## src/rtl/spart_echo_controller.sv

```systemverilog
// SPART echo controller: programs the baud divisor selected by br_cfg, then
// echoes every received byte back out, reprogramming whenever br_cfg changes.
module spart_echo_controller #(
    parameter logic [15:0] DIV_0 = 16'h0515,
    parameter logic [15:0] DIV_1 = 16'h028A,
    parameter logic [15:0] DIV_2 = 16'h0145,
    parameter logic [15:0] DIV_3 = 16'h00A2
) (
    input  logic       clk,
    input  logic       rst,
    input  logic [1:0] br_cfg,
    input  logic       rda,
    input  logic       tbr,
    input  logic [7:0] databus_in,
    output logic       iocs,
    output logic       iorw,
    output logic [1:0] ioaddr,
    output logic [7:0] databus_out,
    output logic       databus_oe,
    output logic       cfg_done,
    output logic [7:0] echo_count
);

    typedef enum logic [2:0] {
        IDLE    = 3'd0,
        CFG_LO  = 3'd1,
        CFG_HI  = 3'd2,
        WAIT_RX = 3'd3,
        READ    = 3'd4,
        WAIT_TX = 3'd5,
        WRITE   = 3'd6
    } state_t;

    state_t      state_reg, state_next;
    logic [1:0]  cfg_q_reg, cfg_q_next;
    logic [7:0]  rx_byte_reg, rx_byte_next;
    logic [7:0]  echo_count_reg, echo_count_next;
    logic        cfg_done_reg, cfg_done_next;
    logic [15:0] div_table [4];
    logic [15:0] divisor;

    generate
        for (genvar gi = 0; gi < 4; gi++) begin : g_div
            localparam logic [15:0] DIV_SEL = (gi == 0) ? DIV_0 :
                                              (gi == 1) ? DIV_1 :
                                              (gi == 2) ? DIV_2 : DIV_3;
            assign div_table[gi] = DIV_SEL;
        end
    endgenerate

    // Both divisor bytes come from the latched selection, never live br_cfg.
    assign divisor = div_table[cfg_q_reg];

    always_ff @(posedge clk or negedge rst) begin
        if (!rst) begin
            state_reg      <= IDLE;
            cfg_q_reg      <= 2'b00;
            rx_byte_reg    <= 8'h00;
            echo_count_reg <= 8'h00;
            cfg_done_reg   <= 1'b0;
        end else begin
            state_reg      <= state_next;
            cfg_q_reg      <= cfg_q_next;
            rx_byte_reg    <= rx_byte_next;
            echo_count_reg <= echo_count_next;
            cfg_done_reg   <= cfg_done_next;
        end
    end

    always_comb begin
        state_next      = state_reg;
        cfg_q_next      = cfg_q_reg;
        rx_byte_next    = rx_byte_reg;
        echo_count_next = echo_count_reg;
        cfg_done_next   = cfg_done_reg;
        iocs            = 1'b0;
        iorw            = 1'b0;
        ioaddr          = 2'b00;
        databus_out     = 8'h00;
        databus_oe      = 1'b0;

        case (state_reg)
            IDLE: begin
                state_next = CFG_LO;
            end
            CFG_LO: begin
                iocs        = 1'b1;
                ioaddr      = 2'b10;
                databus_out = divisor[7:0];
                databus_oe  = 1'b1;
                state_next  = CFG_HI;
            end
            CFG_HI: begin
                iocs          = 1'b1;
                ioaddr        = 2'b11;
                databus_out   = divisor[15:8];
                databus_oe    = 1'b1;
                cfg_done_next = 1'b1;
                state_next    = WAIT_RX;
            end
            WAIT_RX: begin
                // A rate change outranks pending receive data.
                if (br_cfg != cfg_q_reg) begin
                    cfg_done_next = 1'b0;
                    state_next    = CFG_LO;
                end else if (rda) begin
                    state_next = READ;
                end
            end
            READ: begin
                iocs         = 1'b1;
                iorw         = 1'b1;
                rx_byte_next = databus_in;
                state_next   = WAIT_TX;
            end
            WAIT_TX: begin
                if (tbr) state_next = WRITE;
            end
            WRITE: begin
                iocs            = 1'b1;
                databus_out     = rx_byte_reg;
                databus_oe      = 1'b1;
                echo_count_next = echo_count_reg + 8'd1;
                state_next      = WAIT_RX;
            end
            default: begin
                state_next = IDLE;
            end
        endcase

        if ((state_next == CFG_LO) && (state_reg != CFG_LO))
            cfg_q_next = br_cfg;
    end

    assign cfg_done   = cfg_done_reg;
    assign echo_count = echo_count_reg;

endmodule

```

## config.mk

```make
export PLATFORM = sky130hd
export DESIGN_NAME = spart_echo_controller
export DESIGN_NICKNAME = d
export VERILOG_FILES = /design/src/rtl/spart_echo_controller.sv
export SDC_FILE = /design/constraint.sdc
export NUM_CORES = 1
export LEC_CHECK = 0
export BUFFER_PORTS_ARGS = -buffer_cell sky130_fd_sc_hd__buf_2
export CAP_MARGIN = 25
export CELL_PAD_IN_SITES_DETAIL_PLACEMENT = 0
export CELL_PAD_IN_SITES_GLOBAL_PLACEMENT = 1
export CORE_AREA = 4 4 60 62
export CTS_BUF_LIST = sky130_fd_sc_hd__clkbuf_16
export DETAILED_ROUTE_END_ITERATION = 8
export DIE_AREA = 0 0 64 66
export MAX_ROUTING_LAYER = met4
export PLACE_DENSITY_LB_ADDON = 0.1
export SYNTH_ARGS = -nofsm -noshare
export SYNTH_HDL_FRONTEND = slang
export SYNTH_SLANG_ARGS = --single-unit
export TNS_END_PERCENT = 30
```

## constraint.sdc

```tcl
create_clock -name clk -period 1.8 [get_ports clk]
set_input_delay 0.18 -clock clk [delete_from_list [all_inputs] [get_ports clk]]
set_output_delay 0.18 -clock clk [all_outputs]
set_load 0.02 [all_outputs]
```

==> results.ini <==
[status]
status = complete, no violations

[place]
dp_hpwl_um = 1813
dp_slack_ns = 0.2983
gp_congestion = 0.7928
port_buffers = 35

[logic_synthesis]
async_flop_share_pct = 100.0
ys_types = 34
synth_nets = 113
synth_top_flop_cell = dfrtp_1
synthCells = 98
ys_seq_area_share_pct = 49.11
ys_ff_latch = 22
syn_area_sq_um = 1121
avgSynthCellArea_sq_um = 11.44
ys_warn_count = 0
synth_edf_count = 0

[min_path]
holdCritStartpoint = databus_in[0]
hold_path.class = in -> reg

[finish]
synthToLayoutAreaGrowth_pct = 27.90
final_core_util_pct = 47.36
antennaDiodeCount = 0
drive_gt1_share_pct = 35.56
fin_nets = 151

[critical_path]
cp.required_ns = 1.62
start_kind = flip-flop
worst_path_largest_cell_delay_ns = 0.46
crit_path_start = state_reg[2]$_DFF_PN0_
crit_fanout = 9
slowest_stage = dfrtp_2
r2r-start = state_reg[0]$_DFF_PN0_
path_cells = buf_4 -> nor3_2 -> a21oi_1 -> o21bai_1 -> buf_2
crit_type = reg -> out
crit_arrival_ns = 1.52
crit_family = flip-flops
critPathCaptureType = primary output
worstPathBufferInverterCount = 2

[sta]
finalSetupTns_ns = 0
rsz0062_at_grt = false
setup_slack_ns = 0.1002
max_freq_ghz = 0.5883
worstMarginPinSlew_ns = 0.5020
setup_viol = 0
finalHoldViolCount = 0
slew_violations = 0
finalCritPeriodShare_pct = 94.43
relSlewSlack_pct = 66.53
skew_ns = 0.001575
period_needed_ns = 1.700

[clock_tree]
htreeDepth = 1
postCtsSetupBuffers = 0
cts_tree = yes
path_clk_slew_ns = 0.06
numCtsBuffers = 3
cts_sinks = 22
clockRootBuffer = clkbuf_16
clk_latency_ns = 0.25
clock_path_buffers = 2

[routing]
routed_wl_um = 2415
drtIter0Drc = 33
firstDrtPassIters = 4
wire_per_inst_um = 13.49
remaining_drc_errors = 0
detail-route-antenna-nets = 0
vias = 868
viasPerCell = 4.849

[global_routing]
grt_first_pass_wirelength_um = 4071
grt_pass1_vias = 864
antenna_found_initial = 0
grt_start_max_net_pins = 23
overflow = 0
grt_usage_pct = 12.61

[floorplan]
io_pins = 36
dieWidth_um = 64
num_rows = 20
core_sq_um = 3028
start_util_pct = 37.02
die_area_sq_um = 4224
dieHeight_um = 66

[run]
cap_violations = 0

[power]
p_leak_nw = 0.7026
powerDensity_nw_per_um2 = 1735
vdd_drop_max_v = 0.0007430

## synthesized netlist by cell type, drive strengths merged, types with 3 or more instances
| cell | instances | area, sq um |
|---|---|---|
| dfrtp | 22 | 550.5 |
| a22o | 4 | 35.03 |
| nor2 | 4 | 15.01 |
| xnor2 | 8 | 70.07 |
| mux2 | 11 | 123.9 |
| buf | 6 | 41.28 |
| nand3 | 3 | 20.02 |
| nand2b | 5 | 31.28 |
| a21oi | 4 | 20.02 |
| nor3 | 3 | 20.02 |
| nand4 | 4 | 25.02 |
## power breakdown
part | total [mW] | internal, mW | switching, mW | leakage (nW)
clock | 0.461 | 0.296 | 0.166 | 0.0385
combinational | 1.14 | 0.479 | 0.662 | 0.386
sequential | 0.885 | 0.677 | 0.208 | 0.278
total | 2.49 | 1.45 | 1.04 | 0.703
## worst paths after layout
check	to	slack, ns	cells after the start
setup / recovery	databus_out[2]	0.10	5
hold / removal	rx_byte_reg[0]$_DFFE_PN0P_	0.14	2
setup reg to reg	echo_count[1]$_DFFE_PN0N_	0.31	3
hold reg to reg	echo_count[7]$_DFFE_PN0N_	0.47	1
max in group asynchronous	state_reg[1]$_DFF_PN0_	1.00	2
min in group asynchronous	echo_count[7]$_DFFE_PN0N_	0.43	2
## metrics by stage
stage | hold WS, ns | total power, mW | instances | cell area (sq um)
3_3_place_gp | 0.1802 | 2.005 | 174 | 1333
3_5_place_dp | 0.1866 | 2.020 | 174 | 1333
6_report | 0.1440 | 2.487 | 179 | 1434
2_1_floorplan | -0.1156 | 1.669 | 98 | 1121
4_1_cts | 0.1423 | 2.500 | 179 | 1421
5_1_grt | 0.1434 | 2.694 | 179 | 1434
## cells in the final DEF (no fill, tap or decap), drive strengths merged, types with 2 or more instances in the layout
| cell type | n |
|---|---|
| inv | 2 |
| o21ai | 2 |
| nand2b | 5 |
| nand3 | 3 |
| a21oi | 4 |
| buf | 38 |
| clkbuf | 3 |
| xnor2 | 8 |
| a32o | 2 |
| a22o | 4 |
| and3 | 2 |
| nand2 | 2 |
| nor2 | 4 |
| nand4 | 4 |
| nor3 | 3 |
| mux2 | 11 |
| dfrtp | 22 |
## routing by layer
| layer | up-vias | track usage (%) | wire, um |
|---|---|---|---|
| li1 | 428 | - | - |
| met1 | 419 | 15.75 | 1135 |
| met2 | 19 | 20.39 | 1130 |
| met3 | 2 | 2.721 | 131 |
| met4 | 0 | 4.043 | 19 |
| met5 | - | - | 0 |
## repair_timing
action | 4_1_cts | 5_1_grt
setup endpoints to repair | 0 | 4
gates resized for setup | 0 | 5
hold endpoints to repair | 22 | 0
hold buffers | 1 | 0
## logic make-up (layout without fill, tap and decap cells)
group                      after synthesis  count (layout)  share of synthesized area, %
AOI/OAI and AO/OA                       17              17                         11.05
muxes                                   11              11                         11.05
DFF                                     22              22                         49.11
buffers and inverters                    8              45                         4.352
and+or+nand+nor                         30              30                         16.30
xor gates and xnor gates                 9               9                         7.032
adders and majority gates                1               1                         1.116
## final cells by class
class / instances / area, sq um
fill: 300 / 1594
sequential: 22 / 553.0
multi-input combinational: 68 / 531.8
timing repair buffer: 39 / 207.7
clock buffer: 3 / 75.07
tap: 44 / 55.05
inverter: 2 / 7.507
clock inverter: 1 / 3.754
No activity file was read; power rests on OpenSTA's default activity.
